## src/rtl/bp_zynq_mem_axi_bridge_if.sv

```systemverilog
// BedRock memory fwd/rev channels plus the AXI4 master port of the Zynq HP bridge.
interface bp_zynq_mem_axi_bridge_if #(
  parameter int unsigned paddr_width_p    = 34,
  parameter int unsigned data_width_p     = 64,
  parameter int unsigned payload_width_p  = 16,
  parameter int unsigned axi_addr_width_p = 32
);
  localparam int unsigned strb_width_lp = data_width_p / 8;

  // BedRock memory-forward
  logic                        mem_fwd_v_i;
  logic                        mem_fwd_ready_and_o;
  logic                        mem_fwd_last_i;
  logic [3:0]                  mem_fwd_msg_type_i;
  logic [paddr_width_p-1:0]    mem_fwd_addr_i;
  logic [2:0]                  mem_fwd_size_i;
  logic [payload_width_p-1:0]  mem_fwd_payload_i;
  logic [data_width_p-1:0]     mem_fwd_data_i;

  // BedRock memory-reverse
  logic                        mem_rev_v_o;
  logic                        mem_rev_ready_and_i;
  logic                        mem_rev_last_o;
  logic [3:0]                  mem_rev_msg_type_o;
  logic [paddr_width_p-1:0]    mem_rev_addr_o;
  logic [2:0]                  mem_rev_size_o;
  logic [payload_width_p-1:0]  mem_rev_payload_o;
  logic [data_width_p-1:0]     mem_rev_data_o;

  // AXI4 write address / data / response
  logic [axi_addr_width_p-1:0] m_axi_awaddr_o;
  logic [7:0]                  m_axi_awlen_o;
  logic [2:0]                  m_axi_awsize_o;
  logic [1:0]                  m_axi_awburst_o;
  logic                        m_axi_awvalid_o;
  logic                        m_axi_awready_i;
  logic [data_width_p-1:0]     m_axi_wdata_o;
  logic [strb_width_lp-1:0]    m_axi_wstrb_o;
  logic                        m_axi_wlast_o;
  logic                        m_axi_wvalid_o;
  logic                        m_axi_wready_i;
  logic [1:0]                  m_axi_bresp_i;
  logic                        m_axi_bvalid_i;
  logic                        m_axi_bready_o;

  // AXI4 read address / data
  logic [axi_addr_width_p-1:0] m_axi_araddr_o;
  logic [7:0]                  m_axi_arlen_o;
  logic [2:0]                  m_axi_arsize_o;
  logic [1:0]                  m_axi_arburst_o;
  logic                        m_axi_arvalid_o;
  logic                        m_axi_arready_i;
  logic [data_width_p-1:0]     m_axi_rdata_i;
  logic [1:0]                  m_axi_rresp_i;
  logic                        m_axi_rlast_i;
  logic                        m_axi_rvalid_i;
  logic                        m_axi_rready_o;

  // Bridge side
  modport master (
    input  mem_fwd_v_i, mem_fwd_last_i, mem_fwd_msg_type_i, mem_fwd_addr_i,
           mem_fwd_size_i, mem_fwd_payload_i, mem_fwd_data_i,
    output mem_fwd_ready_and_o,
    output mem_rev_v_o, mem_rev_last_o, mem_rev_msg_type_o, mem_rev_addr_o,
           mem_rev_size_o, mem_rev_payload_o, mem_rev_data_o,
    input  mem_rev_ready_and_i,
    output m_axi_awaddr_o, m_axi_awlen_o, m_axi_awsize_o, m_axi_awburst_o, m_axi_awvalid_o,
    input  m_axi_awready_i,
    output m_axi_wdata_o, m_axi_wstrb_o, m_axi_wlast_o, m_axi_wvalid_o,
    input  m_axi_wready_i,
    input  m_axi_bresp_i, m_axi_bvalid_i,
    output m_axi_bready_o,
    output m_axi_araddr_o, m_axi_arlen_o, m_axi_arsize_o, m_axi_arburst_o, m_axi_arvalid_o,
    input  m_axi_arready_i,
    input  m_axi_rdata_i, m_axi_rresp_i, m_axi_rlast_i, m_axi_rvalid_i,
    output m_axi_rready_o
  );

  // Processor / memory-system side
  modport slave (
    output mem_fwd_v_i, mem_fwd_last_i, mem_fwd_msg_type_i, mem_fwd_addr_i,
           mem_fwd_size_i, mem_fwd_payload_i, mem_fwd_data_i,
    input  mem_fwd_ready_and_o,
    input  mem_rev_v_o, mem_rev_last_o, mem_rev_msg_type_o, mem_rev_addr_o,
           mem_rev_size_o, mem_rev_payload_o, mem_rev_data_o,
    output mem_rev_ready_and_i,
    input  m_axi_awaddr_o, m_axi_awlen_o, m_axi_awsize_o, m_axi_awburst_o, m_axi_awvalid_o,
    output m_axi_awready_i,
    input  m_axi_wdata_o, m_axi_wstrb_o, m_axi_wlast_o, m_axi_wvalid_o,
    output m_axi_wready_i,
    output m_axi_bresp_i, m_axi_bvalid_i,
    input  m_axi_bready_o,
    input  m_axi_araddr_o, m_axi_arlen_o, m_axi_arsize_o, m_axi_arburst_o, m_axi_arvalid_o,
    output m_axi_arready_i,
    output m_axi_rdata_i, m_axi_rresp_i, m_axi_rlast_i, m_axi_rvalid_i,
    input  m_axi_rready_o
  );
endinterface

```

## src/rtl/bp_zynq_mem_axi_bridge.sv

```systemverilog
// BedRock memory-forward/reverse to AXI4 bridge toward the Zynq PS HP DRAM port.
// Single outstanding transaction; R and W data paths are combinational pass-throughs.
module bp_zynq_mem_axi_bridge #(
  parameter int unsigned             paddr_width_p    = 34,
  parameter int unsigned             data_width_p     = 64,
  parameter int unsigned             payload_width_p  = 16,
  parameter int unsigned             axi_addr_width_p = 32,
  parameter logic [paddr_width_p-1:0] dram_base_p     = paddr_width_p'(34'h0_8000_0000)
) (
  input  logic                     clk_i,
  input  logic                     reset_i,
  bp_zynq_mem_axi_bridge_if.master bus,
  output logic                     error_o
);

  localparam int unsigned strb_width_lp = data_width_p / 8;

  localparam logic [2:0] S_IDLE    = 3'd0;
  localparam logic [2:0] S_RD_ADDR = 3'd1;
  localparam logic [2:0] S_RD_DATA = 3'd2;
  localparam logic [2:0] S_WR_ADDR = 3'd3;
  localparam logic [2:0] S_WR_DATA = 3'd4;
  localparam logic [2:0] S_WR_RESP = 3'd5;
  localparam logic [2:0] S_ACK     = 3'd6;
  localparam logic [2:0] S_DRAIN   = 3'd7;

  localparam logic [3:0] MSG_RD    = 4'd0;
  localparam logic [3:0] MSG_WR    = 4'd1;
  localparam logic [3:0] MSG_UC_RD = 4'd2;
  localparam logic [3:0] MSG_UC_WR = 4'd3;

  logic [2:0]                  r_state;
  logic [3:0]                  r_msg_type;
  logic [paddr_width_p-1:0]    r_addr;
  logic [2:0]                  r_size;
  logic [payload_width_p-1:0]  r_payload;
  logic                        r_error;

  logic [2:0]                  w_state_n;
  logic                        w_error_set;
  logic [axi_addr_width_p-1:0] w_addr_mask;
  logic [axi_addr_width_p-1:0] w_axaddr;
  logic [7:0]                  w_axlen;
  logic [2:0]                  w_axsize;
  logic [strb_width_lp-1:0]    w_wstrb;

  // Burst geometry from the latched header; full-line sizes are aligned, sub-word sizes kept exact
  assign w_addr_mask = (r_size >= 3'd3)
                     ? ~((axi_addr_width_p'(1) << r_size) - axi_addr_width_p'(1))
                     : '1;
  assign w_axaddr    = axi_addr_width_p'(r_addr - dram_base_p) & w_addr_mask;
  assign w_axlen     = (r_size > 3'd3) ? ((8'd1 << (r_size - 3'd3)) - 8'd1) : 8'd0;
  assign w_axsize    = (r_size > 3'd3) ? 3'd3 : r_size;

  // Byte strobes: whole beat for 8B and up, otherwise a lane mask shifted to the byte offset
  always_comb begin
    w_wstrb = '1;
    case (r_size)
      3'd0:    w_wstrb = strb_width_lp'(8'h01) << r_addr[2:0];
      3'd1:    w_wstrb = strb_width_lp'(8'h03) << r_addr[2:0];
      3'd2:    w_wstrb = strb_width_lp'(8'h0F) << r_addr[2:0];
      default: w_wstrb = '1;
    endcase
  end

  assign bus.m_axi_araddr_o  = w_axaddr;
  assign bus.m_axi_arlen_o   = w_axlen;
  assign bus.m_axi_arsize_o  = w_axsize;
  assign bus.m_axi_arburst_o = 2'b01;
  assign bus.m_axi_awaddr_o  = w_axaddr;
  assign bus.m_axi_awlen_o   = w_axlen;
  assign bus.m_axi_awsize_o  = w_axsize;
  assign bus.m_axi_awburst_o = 2'b01;
  assign bus.m_axi_wdata_o   = bus.mem_fwd_data_i;
  assign bus.m_axi_wstrb_o   = w_wstrb;

  assign bus.mem_rev_msg_type_o = r_msg_type;
  assign bus.mem_rev_addr_o     = r_addr;
  assign bus.mem_rev_size_o     = r_size;
  assign bus.mem_rev_payload_o  = r_payload;
  assign error_o                = r_error;

  // Next-state and handshake steering per state
  always_comb begin
    w_state_n               = r_state;
    w_error_set             = 1'b0;
    bus.mem_fwd_ready_and_o = 1'b0;
    bus.mem_rev_v_o         = 1'b0;
    bus.mem_rev_last_o      = 1'b0;
    bus.mem_rev_data_o      = '0;
    bus.m_axi_arvalid_o     = 1'b0;
    bus.m_axi_awvalid_o     = 1'b0;
    bus.m_axi_wvalid_o      = 1'b0;
    bus.m_axi_wlast_o       = 1'b0;
    bus.m_axi_bready_o      = 1'b0;
    bus.m_axi_rready_o      = 1'b0;
    case (r_state)
      S_IDLE: begin
        if (bus.mem_fwd_v_i) begin
          case (bus.mem_fwd_msg_type_i)
            MSG_RD, MSG_UC_RD: w_state_n = S_RD_ADDR;
            MSG_WR, MSG_UC_WR: w_state_n = S_WR_ADDR;
            default: begin
              w_state_n   = S_DRAIN;
              w_error_set = 1'b1;
            end
          endcase
        end
      end
      S_RD_ADDR: begin
        bus.m_axi_arvalid_o     = 1'b1;
        bus.mem_fwd_ready_and_o = bus.m_axi_arready_i;
        if (bus.m_axi_arready_i) w_state_n = S_RD_DATA;
      end
      S_RD_DATA: begin
        bus.mem_rev_v_o    = bus.m_axi_rvalid_i;
        bus.mem_rev_last_o = bus.m_axi_rlast_i;
        bus.mem_rev_data_o = bus.m_axi_rdata_i;
        bus.m_axi_rready_o = bus.mem_rev_ready_and_i;
        if (bus.m_axi_rvalid_i && bus.mem_rev_ready_and_i) begin
          w_error_set = (bus.m_axi_rresp_i != 2'b00);
          if (bus.m_axi_rlast_i) w_state_n = S_IDLE;
        end
      end
      S_WR_ADDR: begin
        bus.m_axi_awvalid_o = 1'b1;
        if (bus.m_axi_awready_i) w_state_n = S_WR_DATA;
      end
      S_WR_DATA: begin
        bus.m_axi_wvalid_o      = bus.mem_fwd_v_i;
        bus.m_axi_wlast_o       = bus.mem_fwd_last_i;
        bus.mem_fwd_ready_and_o = bus.m_axi_wready_i;
        if (bus.mem_fwd_v_i && bus.m_axi_wready_i && bus.mem_fwd_last_i) w_state_n = S_WR_RESP;
      end
      S_WR_RESP: begin
        bus.m_axi_bready_o = 1'b1;
        if (bus.m_axi_bvalid_i) begin
          w_error_set = (bus.m_axi_bresp_i != 2'b00);
          w_state_n   = S_ACK;
        end
      end
      S_ACK: begin
        bus.mem_rev_v_o    = 1'b1;
        bus.mem_rev_last_o = 1'b1;
        if (bus.mem_rev_ready_and_i) w_state_n = S_IDLE;
      end
      S_DRAIN: begin
        bus.mem_fwd_ready_and_o = 1'b1;
        if (bus.mem_fwd_v_i && bus.mem_fwd_last_i) w_state_n = S_ACK;
      end
      default: w_state_n = S_IDLE;
    endcase
  end

  // State, header latch on first IDLE valid, and sticky error
  always_ff @(posedge clk_i or posedge reset_i) begin
    if (reset_i) begin
      r_state    <= S_IDLE;
      r_msg_type <= '0;
      r_addr     <= '0;
      r_size     <= '0;
      r_payload  <= '0;
      r_error    <= 1'b0;
    end else begin
      r_state <= w_state_n;
      r_error <= r_error | w_error_set;
      if ((r_state == S_IDLE) && bus.mem_fwd_v_i) begin
        r_msg_type <= bus.mem_fwd_msg_type_i;
        r_addr     <= bus.mem_fwd_addr_i;
        r_size     <= bus.mem_fwd_size_i;
        r_payload  <= bus.mem_fwd_payload_i;
      end
    end
  end

endmodule

```

## src/flat_wrapper.sv

```systemverilog
// flat-port wrapper written by rule: the top's interface ports become plain ports
module bp_zynq_mem_axi_bridge_flat 
#(
  parameter int unsigned             paddr_width_p    = 34,
  parameter int unsigned             data_width_p     = 64,
  parameter int unsigned             payload_width_p  = 16,
  parameter int unsigned             axi_addr_width_p = 32,
  parameter logic [paddr_width_p-1:0] dram_base_p     = paddr_width_p'(34'h0_8000_0000)
)
  (clk_i, reset_i, error_o, bus_mem_fwd_v_i, bus_mem_fwd_last_i, bus_mem_fwd_msg_type_i, bus_mem_fwd_addr_i, bus_mem_fwd_size_i, bus_mem_fwd_payload_i, bus_mem_fwd_data_i, bus_mem_fwd_ready_and_o, bus_mem_rev_v_o, bus_mem_rev_last_o, bus_mem_rev_msg_type_o, bus_mem_rev_addr_o, bus_mem_rev_size_o, bus_mem_rev_payload_o, bus_mem_rev_data_o, bus_mem_rev_ready_and_i, bus_m_axi_awaddr_o, bus_m_axi_awlen_o, bus_m_axi_awsize_o, bus_m_axi_awburst_o, bus_m_axi_awvalid_o, bus_m_axi_awready_i, bus_m_axi_wdata_o, bus_m_axi_wstrb_o, bus_m_axi_wlast_o, bus_m_axi_wvalid_o, bus_m_axi_wready_i, bus_m_axi_bresp_i, bus_m_axi_bvalid_i, bus_m_axi_bready_o, bus_m_axi_araddr_o, bus_m_axi_arlen_o, bus_m_axi_arsize_o, bus_m_axi_arburst_o, bus_m_axi_arvalid_o, bus_m_axi_arready_i, bus_m_axi_rdata_i, bus_m_axi_rresp_i, bus_m_axi_rlast_i, bus_m_axi_rvalid_i, bus_m_axi_rready_o);
  bp_zynq_mem_axi_bridge_if #(.paddr_width_p(paddr_width_p), .data_width_p(data_width_p), .payload_width_p(payload_width_p), .axi_addr_width_p(axi_addr_width_p)) bus_i ();
  input  logic clk_i;
  input  logic reset_i;
  output logic error_o;
  input wire logic [$bits(bus_i.mem_fwd_v_i)-1:0] bus_mem_fwd_v_i;
  input wire logic [$bits(bus_i.mem_fwd_last_i)-1:0] bus_mem_fwd_last_i;
  input wire logic [$bits(bus_i.mem_fwd_msg_type_i)-1:0] bus_mem_fwd_msg_type_i;
  input wire logic [$bits(bus_i.mem_fwd_addr_i)-1:0] bus_mem_fwd_addr_i;
  input wire logic [$bits(bus_i.mem_fwd_size_i)-1:0] bus_mem_fwd_size_i;
  input wire logic [$bits(bus_i.mem_fwd_payload_i)-1:0] bus_mem_fwd_payload_i;
  input wire logic [$bits(bus_i.mem_fwd_data_i)-1:0] bus_mem_fwd_data_i;
  output wire logic [$bits(bus_i.mem_fwd_ready_and_o)-1:0] bus_mem_fwd_ready_and_o;
  output wire logic [$bits(bus_i.mem_rev_v_o)-1:0] bus_mem_rev_v_o;
  output wire logic [$bits(bus_i.mem_rev_last_o)-1:0] bus_mem_rev_last_o;
  output wire logic [$bits(bus_i.mem_rev_msg_type_o)-1:0] bus_mem_rev_msg_type_o;
  output wire logic [$bits(bus_i.mem_rev_addr_o)-1:0] bus_mem_rev_addr_o;
  output wire logic [$bits(bus_i.mem_rev_size_o)-1:0] bus_mem_rev_size_o;
  output wire logic [$bits(bus_i.mem_rev_payload_o)-1:0] bus_mem_rev_payload_o;
  output wire logic [$bits(bus_i.mem_rev_data_o)-1:0] bus_mem_rev_data_o;
  input wire logic [$bits(bus_i.mem_rev_ready_and_i)-1:0] bus_mem_rev_ready_and_i;
  output wire logic [$bits(bus_i.m_axi_awaddr_o)-1:0] bus_m_axi_awaddr_o;
  output wire logic [$bits(bus_i.m_axi_awlen_o)-1:0] bus_m_axi_awlen_o;
  output wire logic [$bits(bus_i.m_axi_awsize_o)-1:0] bus_m_axi_awsize_o;
  output wire logic [$bits(bus_i.m_axi_awburst_o)-1:0] bus_m_axi_awburst_o;
  output wire logic [$bits(bus_i.m_axi_awvalid_o)-1:0] bus_m_axi_awvalid_o;
  input wire logic [$bits(bus_i.m_axi_awready_i)-1:0] bus_m_axi_awready_i;
  output wire logic [$bits(bus_i.m_axi_wdata_o)-1:0] bus_m_axi_wdata_o;
  output wire logic [$bits(bus_i.m_axi_wstrb_o)-1:0] bus_m_axi_wstrb_o;
  output wire logic [$bits(bus_i.m_axi_wlast_o)-1:0] bus_m_axi_wlast_o;
  output wire logic [$bits(bus_i.m_axi_wvalid_o)-1:0] bus_m_axi_wvalid_o;
  input wire logic [$bits(bus_i.m_axi_wready_i)-1:0] bus_m_axi_wready_i;
  input wire logic [$bits(bus_i.m_axi_bresp_i)-1:0] bus_m_axi_bresp_i;
  input wire logic [$bits(bus_i.m_axi_bvalid_i)-1:0] bus_m_axi_bvalid_i;
  output wire logic [$bits(bus_i.m_axi_bready_o)-1:0] bus_m_axi_bready_o;
  output wire logic [$bits(bus_i.m_axi_araddr_o)-1:0] bus_m_axi_araddr_o;
  output wire logic [$bits(bus_i.m_axi_arlen_o)-1:0] bus_m_axi_arlen_o;
  output wire logic [$bits(bus_i.m_axi_arsize_o)-1:0] bus_m_axi_arsize_o;
  output wire logic [$bits(bus_i.m_axi_arburst_o)-1:0] bus_m_axi_arburst_o;
  output wire logic [$bits(bus_i.m_axi_arvalid_o)-1:0] bus_m_axi_arvalid_o;
  input wire logic [$bits(bus_i.m_axi_arready_i)-1:0] bus_m_axi_arready_i;
  input wire logic [$bits(bus_i.m_axi_rdata_i)-1:0] bus_m_axi_rdata_i;
  input wire logic [$bits(bus_i.m_axi_rresp_i)-1:0] bus_m_axi_rresp_i;
  input wire logic [$bits(bus_i.m_axi_rlast_i)-1:0] bus_m_axi_rlast_i;
  input wire logic [$bits(bus_i.m_axi_rvalid_i)-1:0] bus_m_axi_rvalid_i;
  output wire logic [$bits(bus_i.m_axi_rready_o)-1:0] bus_m_axi_rready_o;
  assign bus_i.mem_fwd_v_i = bus_mem_fwd_v_i;
  assign bus_i.mem_fwd_last_i = bus_mem_fwd_last_i;
  assign bus_i.mem_fwd_msg_type_i = bus_mem_fwd_msg_type_i;
  assign bus_i.mem_fwd_addr_i = bus_mem_fwd_addr_i;
  assign bus_i.mem_fwd_size_i = bus_mem_fwd_size_i;
  assign bus_i.mem_fwd_payload_i = bus_mem_fwd_payload_i;
  assign bus_i.mem_fwd_data_i = bus_mem_fwd_data_i;
  assign bus_mem_fwd_ready_and_o = bus_i.mem_fwd_ready_and_o;
  assign bus_mem_rev_v_o = bus_i.mem_rev_v_o;
  assign bus_mem_rev_last_o = bus_i.mem_rev_last_o;
  assign bus_mem_rev_msg_type_o = bus_i.mem_rev_msg_type_o;
  assign bus_mem_rev_addr_o = bus_i.mem_rev_addr_o;
  assign bus_mem_rev_size_o = bus_i.mem_rev_size_o;
  assign bus_mem_rev_payload_o = bus_i.mem_rev_payload_o;
  assign bus_mem_rev_data_o = bus_i.mem_rev_data_o;
  assign bus_i.mem_rev_ready_and_i = bus_mem_rev_ready_and_i;
  assign bus_m_axi_awaddr_o = bus_i.m_axi_awaddr_o;
  assign bus_m_axi_awlen_o = bus_i.m_axi_awlen_o;
  assign bus_m_axi_awsize_o = bus_i.m_axi_awsize_o;
  assign bus_m_axi_awburst_o = bus_i.m_axi_awburst_o;
  assign bus_m_axi_awvalid_o = bus_i.m_axi_awvalid_o;
  assign bus_i.m_axi_awready_i = bus_m_axi_awready_i;
  assign bus_m_axi_wdata_o = bus_i.m_axi_wdata_o;
  assign bus_m_axi_wstrb_o = bus_i.m_axi_wstrb_o;
  assign bus_m_axi_wlast_o = bus_i.m_axi_wlast_o;
  assign bus_m_axi_wvalid_o = bus_i.m_axi_wvalid_o;
  assign bus_i.m_axi_wready_i = bus_m_axi_wready_i;
  assign bus_i.m_axi_bresp_i = bus_m_axi_bresp_i;
  assign bus_i.m_axi_bvalid_i = bus_m_axi_bvalid_i;
  assign bus_m_axi_bready_o = bus_i.m_axi_bready_o;
  assign bus_m_axi_araddr_o = bus_i.m_axi_araddr_o;
  assign bus_m_axi_arlen_o = bus_i.m_axi_arlen_o;
  assign bus_m_axi_arsize_o = bus_i.m_axi_arsize_o;
  assign bus_m_axi_arburst_o = bus_i.m_axi_arburst_o;
  assign bus_m_axi_arvalid_o = bus_i.m_axi_arvalid_o;
  assign bus_i.m_axi_arready_i = bus_m_axi_arready_i;
  assign bus_i.m_axi_rdata_i = bus_m_axi_rdata_i;
  assign bus_i.m_axi_rresp_i = bus_m_axi_rresp_i;
  assign bus_i.m_axi_rlast_i = bus_m_axi_rlast_i;
  assign bus_i.m_axi_rvalid_i = bus_m_axi_rvalid_i;
  assign bus_m_axi_rready_o = bus_i.m_axi_rready_o;
  bp_zynq_mem_axi_bridge #(.paddr_width_p(paddr_width_p), .data_width_p(data_width_p), .payload_width_p(payload_width_p), .axi_addr_width_p(axi_addr_width_p), .dram_base_p(dram_base_p)) u_core (.clk_i(clk_i), .reset_i(reset_i), .bus(bus_i), .error_o(error_o));
endmodule
```

## config.mk

```make
export PLATFORM = sky130hd
export DESIGN_NAME = bp_zynq_mem_axi_bridge_flat
export DESIGN_NICKNAME = d
export VERILOG_FILES = /design/src/rtl/bp_zynq_mem_axi_bridge_if.sv /design/src/rtl/bp_zynq_mem_axi_bridge.sv /design/src/flat_wrapper.sv
export SDC_FILE = /design/constraint.sdc
export NUM_CORES = 1
export LEC_CHECK = 0
export ABC_AREA = 1
export BUFFER_PORTS_ARGS = -buffer_cell sky130_fd_sc_hd__clkbuf_2
export CAP_MARGIN = 40
export CORE_AREA = 2 2 190 192
export DETAILED_ROUTE_END_ITERATION = 10
export DIE_AREA = 0 0 192 194
export GPL_TIMING_DRIVEN = 0
export PLACE_DENSITY = 0.37
export SYNTH_ARGS = -nofsm -noshare
export SYNTH_HDL_FRONTEND = slang
export SYNTH_SLANG_ARGS = --single-unit
```

## constraint.sdc

```tcl
create_clock -name clk_i -period 6.6 [get_ports clk_i]
set_clock_uncertainty 0.15 [all_clocks]
set_input_delay 1.32 -clock clk_i [delete_from_list [all_inputs] [get_ports clk_i]]
set_output_delay 1.32 -clock clk_i [all_outputs]
set_load 0.03 [all_outputs]
```

==> flow_metrics.env, run 1 <==
export IMPL_finalPower_mw=5.31
export IMPL_combinationalPowerShare_pct=77.5
export IMPL_cp_arrival_ps=3050
export IMPL_ios=493
export IMPL_cpMostUsedCell="nor2_1"
export IMPL_totalWireLength_mm=22.1
export IMPL_ant_nets=0
export IMPL_ys_warn_count=0
export IMPL_max_clock_freq_mhz=221
export IMPL_die_h_um=194
export IMPL_startpoint_type="flop"
export IMPL_setup_tns_ps=0
export IMPL_drtIter0Drc=227
export IMPL_clkSlewWorstSetupHoldPaths_ps=70
export IMPL_yosys_area_share_adder_pct=1.55
export IMPL_seqPwrFrac_pct=13.1
export IMPL_slowest_delay_ps=420
export IMPL_period_share_pct=68.6
export IMPL_first_pass_iters=4
export IMPL_p_leak_nw=4.86
export IMPL_power_frac_clock_pct=9.4
export IMPL_path_cells="inv_1, nor2_1, nand2_1, ha_1, o21ai_0, nor2_1, o21ai_0, nor2_2, buf_6, nor2_1, buf_4, clkbuf_2"
export IMPL_finalCriticalPeriod_ps=4520
export IMPL_synth_top_family_by_area="buffers and inverters"
export IMPL_tritoncts="built"
export IMPL_synth_seq_cells=61
export IMPL_grt_pass1_wl_mm=31.9
export IMPL_drc=0
export IMPL_slowest_stage="dfrtp_1"
export IMPL_critical_path_peak_fanout=10
export IMPL_min_path_cells=2
export IMPL_avgSynthCellArea_um2=7.40
export IMPL_synth_compound_area_share_pct=8.90
export IMPL_track_usage_pct=11.4
export IMPL_clockBufferDepth=2
export IMPL_routedWlPerCell_um=14.2
export IMPL_dp_hpwl_mm=19.0
export IMPL_hold_viol_final=0
export IMPL_synth_main_ff_cell="dfrtp_1"
export IMPL_drive_above_1_share_pct=56.6
export IMPL_finalSetupViolCount=0
export IMPL_tightest_slew_ps=563
export IMPL_setup_ws_ps=2080
export IMPL_synth_area_leaders="dfrtp_1 (31%), buf_4 (17%), nor2_1 (11%)"
export IMPL_ys_async_sr_fraction_pct=100
export IMPL_synth_edf_count=0
export IMPL_post_place_ws_ps=2400
export IMPL_viasPerCell=3.48
export IMPL_place_area_mm2=0.00758
export IMPL_grt_max_degree=35
export IMPL_min_to="u_core.bus.mem_rev_msg_type_o[3]"
export IMPL_cts_buffers=9
export IMPL_status="completed"
export IMPL_reg2reg_slack_ps=4620
export IMPL_cts_resized=0
export IMPL_cts_sinks=61
export IMPL_drv_slew=0
export IMPL_synthMuxAreaShare_pct=7.58
export IMPL_postCtsSetupBuffers=0
export IMPL_reg2regPathDepth=7
export IMPL_grt_setup_unrepaired="no"
export IMPL_ir_drop_mv=0.531
export IMPL_power_internal_mw=2.13
export IMPL_critPathCaptureType="primary output"
export IMPL_fin_cells=1562
export IMPL_min_from="u_core.bus.mem_rev_msg_type_o[3]"
export IMPL_max_slew_margin_pct=62.5
export IMPL_cts_root_buf="clkbuf_16"
export IMPL_synth_simple_area_share_pct=19.7
export IMPL_vias=5433
export IMPL_p_sw_share_pct=59.9
export IMPL_netlist_cell_type_count=32
export IMPL_syn_instance_count=656
export IMPL_cp_num_buf_inv=4
export IMPL_start_util_pct=13.8
export IMPL_ys_seq_area_share_pct=31.5
export IMPL_timing_hold_ws_ps=336
export IMPL_cts_hold_buf=0
export IMPL_crit_family="simple AND/OR/NAND/NOR gates"
export IMPL_die_w_um=192
export IMPL_netlist_area_mm2=0.00485
export IMPL_power_switching_mw=3.18
export IMPL_post_route_util_pct=22.4
export IMPL_syn_to_final_growth_pct=62.7
export IMPL_r2r_end="u_core.bus.mem_rev_addr_o[1]"
export IMPL_place_inst=1544
export IMPL_worstPathRequired_ps=5130
export IMPL_maxCapViolCount=0
export IMPL_die_area_mm2=0.0372
export IMPL_hold_class="flop to flop"
export IMPL_yosys_area_share_xor_xnor_pct=0.181
export IMPL_rows=69
export IMPL_cts_htree_levels=3
export IMPL_path_depth=12
export IMPL_antenna_found_initial=2
export IMPL_rr_startpoint="u_core.r_state[0]"
export IMPL_core_mm2=0.0352
export IMPL_gp_congestion=0.774
export IMPL_yosysTopAreaCell="dfrtp_1"
export IMPL_fin_nets=1300
export IMPL_grt_pass1_vias=5216
export IMPL_critPathKind="flop to primary output"
export IMPL_insertion_delay_ps=340
export IMPL_final_area_mm2=0.00789
export IMPL_power_density_mw_per_mm2=673
export IMPL_numPortBuffers=424
export IMPL_overflow=0
export IMPL_synth_top_area_share_pct=31.5
-- layout make-up --
class	count	area (um^2)
multi-input combinational	339	1860
sequential	61	1530
tap	461	577
fill	4045	27300
clock buffer	9	225
antenna	2	5.00
timing repair buffer	425	2140
clock inverter	7	81.3
buffer	130	995
inverter	128	485
-- state kept, by name, summed over array words and instances, names as in the netlist, named ones only --
signal	count
u_core.bus.mem_rev_size_o	3
u_core.error_o	1
u_core.bus.mem_rev_payload_o	16
u_core.r_state	2
u_core.bus.mem_rev_addr_o	34
u_core.bus.mem_rev_msg_type_o	4
-- routing by layer --
metal	routed length [um]	GRT usage, %	up-vias	part of all wire (%)
met5	0	0	-	0
met4	192	2.40	0	0.87
met3	1350	2.15	10	6.1
met2	11000	19.6	217	50
met1	9600	14.8	2456	43
li1	-	-	2750	-
-- placed cells by master, fill, tap and decap left out, types with 2 or more instances in the layout --
master / Yosys / routed
nor2_2: 2 / 2
clkinv_4: 0 / 3
a21boi_0: 2 / 2
o21ai_0: 20 / 20
nand2_4: 2 / 2
clkbuf_2: 0 / 424
a21oi_2: 10 / 10
nor2_1: 140 / 140
inv_2: 6 / 6
clkbuf_1: 4 / 4
nand4_1: 5 / 5
buf_4: 112 / 112
inv_4: 1 / 2
nand3_1: 16 / 16
mux2_4: 23 / 23
buf_2: 3 / 3
inv_6: 0 / 2
a31oi_1: 2 / 2
nand2_1: 52 / 52
dfrtp_1: 61 / 61
buf_6: 11 / 11
nor2_4: 5 / 5
a21oi_1: 34 / 34
o21ai_1: 2 / 2
mux2_2: 2 / 2
clkbuf_16: 0 / 9
or2_2: 2 / 2
diode_2: 0 / 2
ha_1: 6 / 6
conb_1: 2 / 4
o211ai_1: 2 / 2
nor3_1: 3 / 3
inv_1: 121 / 120
o21a_1: 2 / 2
-- cells in the mapped netlist, types with 3 or more instances --
library cell,n
dfrtp_1,61
nor2_4,5
o21ai_0,20
inv_2,6
nand4_1,5
nand3_1,16
mux2_4,23
nor3_1,3
nor2_1,140
a21oi_1,34
buf_4,112
inv_1,121
buf_2,3
a21oi_2,10
nand2_1,52
buf_6,11
ha_1,6
clkbuf_1,4
-- power by group through the flow --
| stage | clock network, mW | logic, mW | registers [mW] |
|---|---|---|---|
| 3_3_place_gp | 0 | 4.19 | 0.699 |
| 6_report | 0.499 | 4.12 | 0.698 |
| 2_1_floorplan | 0 | 2.66 | 1.01 |
| 5_1_grt | 0.540 | 4.41 | 0.723 |
| 3_5_place_dp | 0 | 4.18 | 0.697 |
| 4_1_cts | 0.525 | 4.19 | 0.696 |
-- how the worst max path moves through the flow --
stage	startpoint	endpoint	slack, ps
2_1_floorplan	u_core.bus.mem_rev_size_o[2]	bus_m_axi_awlen_o[2]	2430
3_3_place_gp	reset_i	u_core.bus.mem_rev_payload_o[0]	2310
3_5_place_dp	u_core.bus.mem_rev_size_o[0]	bus_m_axi_awaddr_o[30]	2400
4_1_cts	u_core.bus.mem_rev_size_o[0]	bus_m_axi_awaddr_o[30]	2010
5_1_grt	u_core.bus.mem_rev_size_o[0]	bus_m_axi_awaddr_o[30]	1730
6_report	u_core.bus.mem_rev_size_o[0]	bus_m_axi_awaddr_o[30]	2080
-- kinds of logic (layout without fill, tap and decap cells) --
group,after synthesis,count (layout)
buf+inv,258,699
simple gates,228,228
compound gates,75,75
flops,61,61
mux,25,25
fa+ha+maj,6,6
other cells,2,6
xor+xnor,1,1
-- worst min-delay path, delay by kind of cell, from the launching register on --
family | cells | cell delay (ps)
AND/OR/NAND/NOR | 1 | 50
AO/OA/AOI/OAI | 1 | 60
flip-flops | 1 | 340
Power figures use the tool's default switching activity.
==> run 2, diff against run 1 <==
--- a/config.mk
+++ b/config.mk
@@ -12,7 +12,7 @@
 export DETAILED_ROUTE_END_ITERATION = 10
 export DIE_AREA = 0 0 192 194
 export GPL_TIMING_DRIVEN = 0
-export PLACE_DENSITY = 0.37
+export PLACE_DENSITY = 0.39
 export SYNTH_ARGS = -nofsm -noshare
 export SYNTH_HDL_FRONTEND = slang
 export SYNTH_SLANG_ARGS = --single-unit
==> constraint.sdc (replaced) <==
create_clock -name clk_i -period 3.82 [get_ports clk_i]
set_clock_uncertainty 0.15 [all_clocks]
set_input_delay 0.764 -clock clk_i [delete_from_list [all_inputs] [get_ports clk_i]]
set_output_delay 0.764 -clock clk_i [all_outputs]
set_load 0.03 [all_outputs]
==> flow_metrics.env, run 2 (synthesized netlist as in run 1, its figures left out) <==
export IMPL_final_common_cell="clkbuf_2"
export IMPL_final_cell_mix="clkbuf_2 (424), nor2_1 (138), inv_1 (120)"
export IMPL_cts_sinks=61
export IMPL_cp_arrival_ps=2700
export IMPL_cp_num_buf_inv=5
export IMPL_crit_family="buffers and inverters"
export IMPL_critical_path_peak_fanout=11
export IMPL_critPathCaptureType="primary output"
export IMPL_core_mm2=0.0352
export IMPL_path_cells="inv_2, clkbuf_4, ha_1, inv_1, nand2_1, ha_1, or2_2, a21oi_1, buf_4, clkbuf_2"
export IMPL_status="completed"
export IMPL_p_leak_nw=4.87
export IMPL_worstPathRequired_ps=2910
export IMPL_reg2regPathDepth=7
export IMPL_cts_htree_levels=3
export IMPL_hold_class="input pin to async pin"
export IMPL_grt_pass1_vias=5169
export IMPL_path_depth=10
export IMPL_largest_reg_flops=34
export IMPL_dp_hpwl_mm=18.7
export IMPL_slowest_delay_ps=480
export IMPL_tritoncts="built"
export IMPL_rr_startpoint="u_core.r_state[0]"
export IMPL_tightest_slew_ps=531
export IMPL_place_area_mm2=0.00758
export IMPL_reg2reg_slack_ps=1970
export IMPL_slowest_stage="dfrtp_2"
export IMPL_gp_congestion=0.782
export IMPL_finalSetupViolCount=0
export IMPL_antenna_found_initial=0
export IMPL_numPortBuffers=424
export IMPL_cts_root_buf="clkbuf_16"
export IMPL_cts_buffers=9
export IMPL_final_area_mm2=0.00794
export IMPL_r2r_end="u_core.bus.mem_rev_addr_o[2]"
export IMPL_drtIter0Drc=151
export IMPL_grt_max_degree=35
export IMPL_setup_ws_ps=203
export IMPL_maxCapViolCount=0
export IMPL_max_clock_freq_mhz=277
export IMPL_finalCriticalPeriod_ps=3620
export IMPL_insertion_delay_ps=330
export IMPL_period_share_pct=94.7
export IMPL_routedWlPerCell_um=14.0
export IMPL_endpoint="bus_m_axi_awlen_o[2]"
export IMPL_die_w_um=192
export IMPL_crit_path_start="u_core.bus.mem_rev_size_o[2]"
export IMPL_startpoint_type="flop"
export IMPL_ios=493
export IMPL_cpMostUsedCell="ha_1"
export IMPL_grt_pass1_wl_mm=31.3
export IMPL_syn_to_final_growth_pct=63.6
export IMPL_post_place_ws_ps=105
export IMPL_viasPerCell=3.45
export IMPL_rows=69
export IMPL_start_util_pct=13.8
export IMPL_fin_nets=1301
export IMPL_die_h_um=194
export IMPL_ant_nets=0
export IMPL_die_area_mm2=0.0372
export IMPL_first_pass_iters=6
export IMPL_hold_viol_final=0
export IMPL_power_density_mw_per_mm2=1170
export IMPL_drc=0
export IMPL_drv_slew=0
export IMPL_max_slew_margin_pct=64.6
export IMPL_clockBufferDepth=2
export IMPL_clkSlewWorstSetupHoldPaths_ps=60
export IMPL_track_usage_pct=11.3
export IMPL_num_antenna_cells=0
export IMPL_totalWireLength_mm=21.9
export IMPL_critPathKind="flop to primary output"
export IMPL_overflow=0
export IMPL_vias=5388
export IMPL_drive_above_1_share_pct=57.3
export IMPL_ir_drop_mv=0.611
==> run 2: cell types whose count changed in the layout (fill, tap and decap cells not counted), sizes merged <==
cell	previous run	this run
clkbuf	437	439
clkinv	3	0
diode	2	0
clkinvlp	1	3
==> run 2: per-layer routing <==
layer,vias up,share of wire [%],global-route usage (%)
met5,-,0,0
met4,0,0.74,2.54
met3,8,5.7,2.05
met2,192,50,19.4
met1,2441,44,14.6
li1,2747,-,-
==> run 2: worst min path at each step <==
stage | from | end | slack [ps] | cells past startpoint
after detailed placement | u_core.bus.mem_rev_msg_type_o[3] | u_core.bus.mem_rev_msg_type_o[3] | 330 | 2
after global placement | u_core.bus.mem_rev_msg_type_o[3] | u_core.bus.mem_rev_msg_type_o[3] | 320 | 2
after floorplan | u_core.r_state[1] | u_core.r_state[1] | 440 | 2
after CTS | reset_i | u_core.bus.mem_rev_payload_o[15] | 270 | 2
final | reset_i | u_core.bus.mem_rev_payload_o[15] | 270 | 2
after global routing | reset_i | u_core.bus.mem_rev_payload_o[15] | 290 | 2
==> run 2: repair_timing <==
action	CTS	global route
resized for setup	6	6
setup buffers	0	1
hold buffers	0	0
hold endpoints to repair	0	0
endpoints found under the setup margin	27	19
pin swaps	0	1
==> run 2: area by class of cell <==
class	instances	area (um^2)
clock inverters	6	70.1
clock buffers	10	239
repair buffers	426	2160
plain buffers	130	997
flip-flops and latches	61	1530
well taps	461	577
fillers	4016	27300
multi-input cells	339	1880
inverters	128	485
==> run 2: power breakdown <==
group          switching, mW  internal, mW  total, mW
Clock                  0.348         0.528      0.876
Combinational           4.93          2.26       7.19
Sequential             0.249         0.960       1.21
Total                   5.53          3.74       9.27
==> run 2: metrics by stage <==
| step | instances | TNS [ps] | hold WS, ps | total power [mW] | utilization [%] |
|---|---|---|---|---|---|
| floorplan | 658 | 0 | 437 | 6.35 | - |
| global placement | 1543 | 0 | 319 | 8.47 | 21.5 |
| detailed placement | 1544 | 0 | 327 | 8.46 | 21.5 |
| CTS | 1560 | 0 | 271 | 9.41 | 22.4 |
| global route | 1561 | -8.33 | 288 | 9.93 | 22.5 |
| finish | 1561 | 0 | 273 | 9.27 | 22.5 |
